File: config.mk
export PLATFORM = sky130hd
export DESIGN_NAME = uart_cmd_controller
export DESIGN_NICKNAME = d
export VERILOG_FILES = /design/src/rtl/uart_cmd_controller.sv
export SDC_FILE = /design/constraint.sdc
export NUM_CORES = 1
export LEC_CHECK = 0
export BUFFER_PORTS_ARGS = -buffer_cell sky130_fd_sc_hd__buf_4
export CORE_MARGIN = 2
export CORE_UTILIZATION = 55
export DETAILED_ROUTE_END_ITERATION = 8
export HOLD_SLACK_MARGIN = 0.03
export PLACE_DENSITY = 0.79
export SYNTH_ARGS = -nofsm -noshare
export SYNTH_HDL_FRONTEND = slang
export SYNTH_SLANG_ARGS = --single-unit
File: constraint.sdc
create_clock -name clk -period 2.2 [get_ports clk]
set_input_delay 0.22 -clock clk [delete_from_list [all_inputs] [get_ports clk]]
set_output_delay 0.22 -clock clk [all_outputs]
set_load 0.01 [all_outputs]
File: src/rtl/uart_cmd_controller.sv
// Byte-level command controller: parses A/B operand frames from the UART, drives the multiplier, returns the product.
// Optional checksum byte on request and response frames when UART_CMD_CHECKSUM_EN is defined.
module uart_cmd_controller #(
  parameter int unsigned OP_WIDTH       = 16,
  parameter logic [7:0]  SYNC_BYTE      = 8'hA5,
  parameter logic [7:0]  RESP_BYTE      = 8'h5A,
  parameter logic [7:0]  ERR_BYTE       = 8'hEE,
  parameter int unsigned TIMEOUT_CYCLES = 1000000
) (
  input  logic                  clk,
  input  logic                  reset,
  input  logic [7:0]            rx_data,
  input  logic                  rx_valid,
  output logic [7:0]            tx_data,
  output logic                  tx_start,
  input  logic                  tx_ready,
  output logic [OP_WIDTH-1:0]   op_a,
  output logic [OP_WIDTH-1:0]   op_b,
  output logic                  op_valid,
  input  logic [2*OP_WIDTH-1:0] result,
  input  logic                  result_valid,
  output logic                  busy,
  output logic                  frame_error
);

  localparam int unsigned NB    = OP_WIDTH / 8;
  localparam int unsigned RES_W = 2 * OP_WIDTH;
`ifdef UART_CMD_CHECKSUM_EN
  localparam int unsigned TX_BYTES = 2 * NB + 1;
  localparam int unsigned SR_W     = RES_W + 8;
`else
  localparam int unsigned TX_BYTES = 2 * NB;
  localparam int unsigned SR_W     = RES_W;
`endif
  localparam int unsigned BCW = $clog2(NB + 1);
  localparam int unsigned TCW = $clog2(TX_BYTES + 1);
  localparam int unsigned CW  = $clog2(TIMEOUT_CYCLES);

  localparam logic [BCW-1:0] NB_LAST = BCW'(NB - 1);
  localparam logic [CW-1:0]  TO_LAST = CW'(TIMEOUT_CYCLES - 1);
  localparam logic [TCW-1:0] TX_LEN  = TCW'(TX_BYTES);

  typedef enum logic [2:0] {
    S_IDLE, S_RX_A, S_RX_B, S_RX_CK, S_EXEC, S_TX_HDR, S_TX_GAP, S_TX_DATA
  } state_e;

  state_e              state_q, state_d;
  logic [BCW-1:0]      byte_cnt_q, byte_cnt_d;
  logic [CW-1:0]       timeout_cnt_q, timeout_cnt_d;
  logic [TCW-1:0]      tx_cnt_q, tx_cnt_d;
  logic [OP_WIDTH-1:0] shadow_a_q, shadow_a_d;
  logic [OP_WIDTH-1:0] shadow_b_q, shadow_b_d;
  logic [OP_WIDTH-1:0] op_a_q, op_a_d;
  logic [OP_WIDTH-1:0] op_b_q, op_b_d;
  logic                op_valid_q, op_valid_d;
  logic [SR_W-1:0]     sr_q, sr_d;
  logic                gap_q, gap_d;
  logic                err_q, err_d;
  logic                busy_q, busy_d;
  logic                frame_error_q, frame_error_d;
`ifdef UART_CMD_CHECKSUM_EN
  logic [7:0]          ck_q, ck_d;

  function automatic logic [7:0] xor_bytes(input logic [RES_W-1:0] v);
    logic [7:0] x;
    x = '0;
    for (int unsigned i = 0; i < 2 * NB; i++) x ^= v[8*i +: 8];
    return x;
  endfunction
`endif

  always_ff @(posedge clk) begin
    if (reset) begin
      state_q       <= S_IDLE;
      byte_cnt_q    <= '0;
      timeout_cnt_q <= '0;
      tx_cnt_q      <= '0;
      shadow_a_q    <= '0;
      shadow_b_q    <= '0;
      op_a_q        <= '0;
      op_b_q        <= '0;
      op_valid_q    <= 1'b0;
      sr_q          <= '0;
      gap_q         <= 1'b0;
      err_q         <= 1'b0;
      busy_q        <= 1'b0;
      frame_error_q <= 1'b0;
`ifdef UART_CMD_CHECKSUM_EN
      ck_q          <= '0;
`endif
    end else begin
      state_q       <= state_d;
      byte_cnt_q    <= byte_cnt_d;
      timeout_cnt_q <= timeout_cnt_d;
      tx_cnt_q      <= tx_cnt_d;
      shadow_a_q    <= shadow_a_d;
      shadow_b_q    <= shadow_b_d;
      op_a_q        <= op_a_d;
      op_b_q        <= op_b_d;
      op_valid_q    <= op_valid_d;
      sr_q          <= sr_d;
      gap_q         <= gap_d;
      err_q         <= err_d;
      busy_q        <= busy_d;
      frame_error_q <= frame_error_d;
`ifdef UART_CMD_CHECKSUM_EN
      ck_q          <= ck_d;
`endif
    end
  end

  always_comb begin
    state_d       = state_q;
    byte_cnt_d    = byte_cnt_q;
    timeout_cnt_d = timeout_cnt_q;
    tx_cnt_d      = tx_cnt_q;
    shadow_a_d    = shadow_a_q;
    shadow_b_d    = shadow_b_q;
    op_a_d        = op_a_q;
    op_b_d        = op_b_q;
    op_valid_d    = 1'b0;
    sr_d          = sr_q;
    gap_d         = gap_q;
    err_d         = err_q;
    frame_error_d = 1'b0;
`ifdef UART_CMD_CHECKSUM_EN
    ck_d          = ck_q;
`endif

    case (state_q)
      S_IDLE: begin
        byte_cnt_d    = '0;
        timeout_cnt_d = '0;
        if (rx_valid && rx_data == SYNC_BYTE) begin
          state_d = S_RX_A;
`ifdef UART_CMD_CHECKSUM_EN
          ck_d    = '0;
`endif
        end
      end

      S_RX_A, S_RX_B, S_RX_CK: begin
        // An arriving byte always beats the timeout terminal count.
        if (rx_valid) begin
          timeout_cnt_d = '0;
`ifdef UART_CMD_CHECKSUM_EN
          ck_d = ck_q ^ rx_data;
`endif
          if (state_q == S_RX_A) begin
            shadow_a_d = (shadow_a_q << 8) | OP_WIDTH'(rx_data);
            if (byte_cnt_q == NB_LAST) begin
              byte_cnt_d = '0;
              state_d    = S_RX_B;
            end else begin
              byte_cnt_d = byte_cnt_q + BCW'(1);
            end
          end else if (state_q == S_RX_B) begin
            shadow_b_d = (shadow_b_q << 8) | OP_WIDTH'(rx_data);
            if (byte_cnt_q == NB_LAST) begin
              byte_cnt_d = '0;
`ifdef UART_CMD_CHECKSUM_EN
              state_d    = S_RX_CK;
`else
              state_d    = S_EXEC;
              op_a_d     = shadow_a_q;
              op_b_d     = shadow_b_d;
              op_valid_d = 1'b1;
`endif
            end else begin
              byte_cnt_d = byte_cnt_q + BCW'(1);
            end
          end else begin
`ifdef UART_CMD_CHECKSUM_EN
            if (rx_data == ck_q) begin
              state_d    = S_EXEC;
              op_a_d     = shadow_a_q;
              op_b_d     = shadow_b_q;
              op_valid_d = 1'b1;
            end else begin
              frame_error_d = 1'b1;
              err_d         = 1'b1;
              tx_cnt_d      = '0;
              state_d       = S_TX_HDR;
            end
`else
            state_d = S_IDLE;
`endif
          end
        end else if (timeout_cnt_q == TO_LAST) begin
          frame_error_d = 1'b1;
          timeout_cnt_d = '0;
          byte_cnt_d    = '0;
          state_d       = S_IDLE;
        end else begin
          timeout_cnt_d = timeout_cnt_q + CW'(1);
        end
      end

      S_EXEC: begin
        if (result_valid) begin
`ifdef UART_CMD_CHECKSUM_EN
          sr_d = {result, xor_bytes(result)};
`else
          sr_d = result;
`endif
          tx_cnt_d = TX_LEN;
          err_d    = 1'b0;
          state_d  = S_TX_HDR;
        end
      end

      S_TX_HDR: begin
        if (tx_ready) begin
          gap_d   = 1'b1;
          state_d = S_TX_GAP;
        end
      end

      S_TX_GAP: begin
        // First gap cycle is unconditional: the transmitter only drops ready one cycle after start.
        if (gap_q) begin
          gap_d = 1'b0;
        end else if (tx_ready) begin
          if (tx_cnt_q != '0) begin
            state_d = S_TX_DATA;
          end else begin
            err_d   = 1'b0;
            state_d = S_IDLE;
          end
        end
      end

      S_TX_DATA: begin
        if (tx_ready) begin
          sr_d     = sr_q << 8;
          tx_cnt_d = tx_cnt_q - TCW'(1);
          gap_d    = 1'b1;
          state_d  = S_TX_GAP;
        end
      end

      default: state_d = S_IDLE;
    endcase

    busy_d = (state_d != S_IDLE);
  end

  always_comb begin
    tx_start = 1'b0;
    tx_data  = '0;
    if (!reset && tx_ready && (state_q == S_TX_HDR || state_q == S_TX_DATA)) begin
      tx_start = 1'b1;
      if (state_q == S_TX_HDR) tx_data = err_q ? ERR_BYTE : RESP_BYTE;
      else                     tx_data = sr_q[SR_W-1 -: 8];
    end
  end

  assign op_a        = op_a_q;
  assign op_b        = op_b_q;
  assign op_valid    = op_valid_q;
  assign busy        = busy_q;
  assign frame_error = frame_error_q;

endmodule

After elaboration in Yosys (flattened, before gate mapping). Cells that the tools add are included.

Flip-flop bits (word level): 121. Bits of input ports: 45. Output and inout bits: 44. Logic and storage cells: 105.

Add/sub/neg operators: 3. Equal/unequal tests: 18. Mux-type cells: 41. Bitwise operators: 6. Reduce and logical (&&, ||, !) cells: 23.

Operators by type and width (count): two-way mux 32 bit (2); one-hot mux 32 bit (2 select lines) (1); two-way mux 3 bit (14); two-way mux 20 bit (2); one-hot mux 20 bit (2 select lines) (1); bitwise OR 16 x 8 -> 16 bit (2); two-way mux 8 bit (3); adder 20 x 1 -> 20 bit (second input constant) (1); equality test 20 bit (second input constant) (1); one-hot mux 3 bit (5 select lines) (1); equality test 3 bit (second input constant) (4); two-way mux 2 bit (5); != test 2 bit (second input constant) (5); AND reduction 5 bit (2); AND reduction 3 bit (3); equality test 8 bit (second input constant) (1); two-way mux 1 bit (8); nonzero test 2 bit (4); equality test 3 x 2 -> 1 bit (second input constant) (2); one-hot mux 3 bit (2 select lines) (1); nonzero test 3 bit (2); OR reduction 3 bit (2); OR reduction 5 bit (1); != test 4 bit (second input constant) (1); 16 further kinds (22).

Logic depth before layout (Yosys ltp).
Depth after elaboration: 7. Gate-level depth with buffers: 9. Depth with buffers taken out: 8.

Worst setup path before layout. No wires, ideal clock.

Path type: register -> register. Start point: reg timeout_cnt_q[0]. End point: reg byte_cnt_q[0]. Setup time: 0.072 ns. Arrival: 1.765 ns. Data required time: 2.128 ns. Slack: 0.363 ns. Cell stages (with the launch flop): 7. Buffers on the path: 0. Clock period less this slack: 1.837 ns. Cells stage by stage: dfxtp_1 ha_1 and3_1 nand3_1 or4_4 a21oi_2 mux2i_1.

Longest elaborated chain between the ends: 3.

Ends and longest elaborated chain: start: declaration (RTL line 49) `logic [CW-1:0] timeout_cnt_q, timeout_cnt_d;`; start signal: assignment (RTL line 94) `timeout_cnt_q <= timeout_cnt_d;`; equality test 20 bit (RTL line 189) `end else if (timeout_cnt_q == TO_LAST) begin`; != test 3 bit (no source line); AND reduction 3 bit (no source line); end signal: assignment (RTL line 93) `byte_cnt_q <= byte_cnt_d;`; end: declaration (RTL line 48) `logic [BCW-1:0] byte_cnt_q, byte_cnt_d;`.

Every way passes these cells. A chain may end at the register's enable or synchronous reset.

Worst setup path after layout.
Start point: reg state_q[2]. End point: out tx_data[0].

Longest elaborated chain between the ends: 4. Elaborated cells on any way between the ends: 6. Those cells by class: eq/ne: 2; mux: 2; reduce/logical: 2.

Ends and longest elaborated chain: start: declaration (RTL line 47) `state_e state_q, state_d;`; start signal: assignment (RTL line 92) `state_q <= state_d;`; equality test 3 bit (on tied branches) (RTL line 251, 253); logical OR 1 bit (RTL line 251) `if (!reset && tx_ready && (state_q == S_TX_HDR || state_q == S_TX_DATA)) begin`; logical AND 1 bit (RTL line 251); two-way mux 8 bit (*) (RTL line 251); end: declaration (RTL line 14) `output logic [7:0] tx_data,`.

Every way passes the cells marked *; elsewhere a longest branch is shown, timed or not.

==> qor.txt <==
GRT
------------------------------------------------------------------------------------
Wire length of the first global-routing pass                                22200 um
Global routing usage summed across all routing layers                          27.6%
Overflow after GRT                                                                 0
Number of antenna violations at the first check in global routing                  0
Vias in the first global route                                                  4802
Maximum number of pins on one net before global-route repair                      51

CLOCK TREE
------------------------------------------------------------------------------------
Inserted Clock Buffers                                                            17
Clock transition at the registers of the reported paths                      0.06 ns
Maximum number of buffers from clock root to sink                                  2
Root buffer cell                                                        sky130_fd_sc_hd__clkbuf_8
Post CTS Setup Buffer Count                                                        0
Clk sinks                                                                        120
Latest clock arrival within the worst-skew pair                              0.52 ns
TritonCTS clock tree                                                            done
Number of levels the H-tree was split into                                         4

SYNTH
------------------------------------------------------------------------------------
Top-count cell post-synth                                               sky130_fd_sc_hd__nand2_1
Dominant cells by area after synthesis                                  sky130_fd_sc_hd__dfxtp_1 48%, sky130_fd_sc_hd__nand2_1 13%, sky130_fd_sc_hd__a21oi_1 6.9%
Combined area of all synthesized cells                                     5050 um^2
Avg Inst Size Synth                                                        8.03 um^2
Cell type with the highest aggregate area in the netlist                sky130_fd_sc_hd__dfxtp_1
Portion of the post-synthesis area used by sequential elements                 47.5%
Top FF cell, synth                                                      sky130_fd_sc_hd__dfxtp_1
Top cell types by occurrence after synthesis                            175 x sky130_fd_sc_hd__nand2_1, 120 x sky130_fd_sc_hd__dfxtp_1, 70 x sky130_fd_sc_hd__a21oi_1
Synthesized flop and latch total                                                 120
Share of Yosys cell area claimed by the top area cell type                     47.5%
Number of warning messages in the yosys log                                        0
Cells after Synth                                                                629
Number of synthesized flops with an enable pin                                     0
Number of nets in the synthesized netlist                                        677
Library cells used by synthesis                                                   52
Share of flip-flops with an asynchronous set or reset after synthesis             0%

WORST SETUP PATH
------------------------------------------------------------------------------------
Signal arrival time at the worst endpoint                                    1.87 ns
Maximum fanout encountered on the critical timing path                            11
Reg2reg setup slack                                                          0.16 ns
Crit path capture type                                                    output pin
Worst Path Required                                                          1.98 ns
Worst setup path startpoint                                             state_q[2]$_SDFF_PP0_
Worst reg-to-reg path cell count                                                   6
Worst r2r dst                                                           byte_cnt_q[0]$_SDFFE_PP0P_
Critical path start-end classification                                       reg2out
Crit path to                                                              tx_data[0]
Startpoint types                                                           flip-flop
Worst flop-to-flop path startpoint                                      timeout_cnt_q[0]$_SDFFE_PP0P_

FINISH
------------------------------------------------------------------------------------
Share of post-route cells with drive strength above 1                          19.9%
# diodes                                                                           0
Syn-to-layout area delta                                                       33.7%
Final non-filler cell area                                                 6760 um^2
Fin nets                                                                         797

PLACED DESIGN
------------------------------------------------------------------------------------
Global placer's final weighted congestion                                      0.807
Count of input and output buffers                                                 88
Detail Placement HPWL                                                        8170 um
Pre-CTS setup slack                                                         0.173 ns
Area after detailed placement                                              5780 um^2

DRT
------------------------------------------------------------------------------------
Routed via count divided by cell count                                          5.65
Routed wire per std cell                                                     15.4 um
Total wire length after detailed routing                                    13400 um
Pre-Repair DR Iteration Count                                                      6
Number of remaining DRC errors                                                     0
Vias                                                                            4917
Violation count after the first detailed-route iteration                         268
Remaining antenna violation count                                                  0

POWER AND IR DROP
------------------------------------------------------------------------------------
Leakage power figure                                                         2.60 nW
Power per cell area                                                      733 nW/um^2
Power share of the combinational group                                          3.9%
Share of power burned in registers                                             43.9%
Peak VDD IR                                                                   638 uV
Net switching share of the total power                                         22.2%
Part of the power in the clock network                                         52.2%
Switching power of the nets                                                  1.10 mW
Cell Int Power                                                               3.85 mW

STA
------------------------------------------------------------------------------------
Setup TNS after final layout                                                    0 ns
Tightest slew margin relative to the limit                                     50.8%
Slew of the pin with the lowest slew margin                                 0.735 ns
Minimum period implied by the final worst setup slack                        2.09 ns
Setup violations, final                                                            0
Fmax                                                                       0.479 GHz
Final Hold Viols                                                                   0
RSZ-0062 raised after global routing                                              no
Fraction of the cycle the final worst path needs                               94.9%
Clock skew after layout                                                   0.00722 ns
Final count of pins violating max slew                                             0
Final Worst Setup Slack                                                     0.113 ns

DIE
------------------------------------------------------------------------------------
Rows                                                                              34
Chip height                                                                  99.9 um
Area of the core                                                           8810 um^2
Effective utilization at floorplan                                             57.4%
Die X-Extent                                                                 99.9 um
Io pins                                                                           89
Die footprint                                                              9970 um^2

JOB
------------------------------------------------------------------------------------
Max Cap Viol                                                                       0

MIN PATH
------------------------------------------------------------------------------------
Hold crit path type                                                           in2reg

RUN STATUS
------------------------------------------------------------------------------------
Result of the run                                                          completed

==> area by class of cell <==
cell class	count	area, um^2
sequential	120	2410
multi-input combinational	457	2420
clock buffer	20	445
inverter	8	30.0
clock inverter	12	119
timing repair buffer	145	1200
fill	596	2050
tap	108	135
==> worst min path at each step <==
stage,end,cells past startpoint,slack [ns],start
floorplan,shadow_b_q[0]$_SDFFE_PP0P_,2,0.36,rx_data[0]
global placement,op_b[10]$_SDFFE_PP0P_,2,0.44,shadow_b_q[2]$_SDFFE_PP0P_
detailed placement,op_b[8]$_SDFFE_PP0P_,2,0.44,shadow_b_q[0]$_SDFFE_PP0P_
CTS,timeout_cnt_q[1]$_SDFFE_PP0P_,2,0.04,reset
global route,frame_error$_SDFF_PP0_,3,0.04,rx_valid
finish,frame_error$_SDFF_PP0_,3,0.03,rx_valid
==> metrics by stage <==
| stage | cells | hold WS, ns | total power, mW | util (%) |
|---|---|---|---|---|
| floorplan | 629 | 0.356 | 2.27 | - |
| global placement | 798 | 0.438 | 2.35 | 65.6 |
| detailed placement | 798 | 0.445 | 2.35 | 65.6 |
| CTS | 870 | 0.0406 | 4.95 | 76.6 |
| global route | 870 | 0.0354 | 5.09 | 76.7 |
| finish | 870 | 0.0350 | 4.95 | 76.7 |
==> power groups by stage <==
stage	clock network (mW)	logic [mW]	registers, mW
6_report	2.59	0.191	2.17
3_5_place_dp	0	0.127	2.22
2_1_floorplan	0	0.0458	2.22
5_1_grt	2.71	0.203	2.17
3_3_place_gp	0	0.126	2.22
4_1_cts	2.59	0.185	2.17
==> per-layer routing <==
metal  vias up  GRT usage [%]  wire [um]
met1      2317           33.5       5600
met2       154           47.1       6810
met4         0           13.1        368
met5         -              0          0
li1       2412              -          -
met3        34           5.71        614
==> layout by cell type (no fill, tap or decap), drive strengths merged, types with 4 or more instances in the layout <==
cell	count
a31oi	9
nor2	62
nor3	5
and2	5
nand2	175
dfxtp	120
nand4	4
a21oi	72
nor2b	4
buf	105
clkbuf	20
a22oi	10
nand3	11
clkinvlp	5
inv	11
a22o	7
a311oi	25
and3	6
nand2b	12
nand3b	4
dlygate4sd3	40
==> kinds of logic after synthesis <==
group	share of synthesized area (%)
compound gates	17.5
xor+xnor	1.04
fa+ha+maj	0.743
buf+inv	4.83
flops	47.5
mux	0.817
simple gates	27.5
==> state kept, by name (all words and copies together), names as in the netlist <==
| register | flops |
|---|---|
| state_q | 3 |
| shadow_b_q | 8 |
| op_valid | 1 |
| shadow_a_q | 16 |
| gap_q | 1 |
| tx_cnt_q | 3 |
| busy | 1 |
| sr_q | 32 |
| byte_cnt_q | 2 |
| timeout_cnt_q | 20 |
| op_b | 16 |
| op_a | 16 |
| frame_error | 1 |
==> critical path: stages (launching register included) <==
cell and delay (ns):
sky130_fd_sc_hd__dfxtp_4 0.40, sky130_fd_sc_hd__buf_4 0.17, sky130_fd_sc_hd__nand3_1 0.15, sky130_fd_sc_hd__nor3b_4 0.31, sky130_fd_sc_hd__and2_1 0.20, sky130_fd_sc_hd__buf_4 0.13
==> what timing repair did <==
action,in CTS,in global routing
setup endpoints to repair,4,1
endpoints found under the hold margin,56,0
gates cloned,0,0
resized for setup,2,3
hold buffers,40,0
pin swaps,0,1
(Power assumes the default switching activity.)
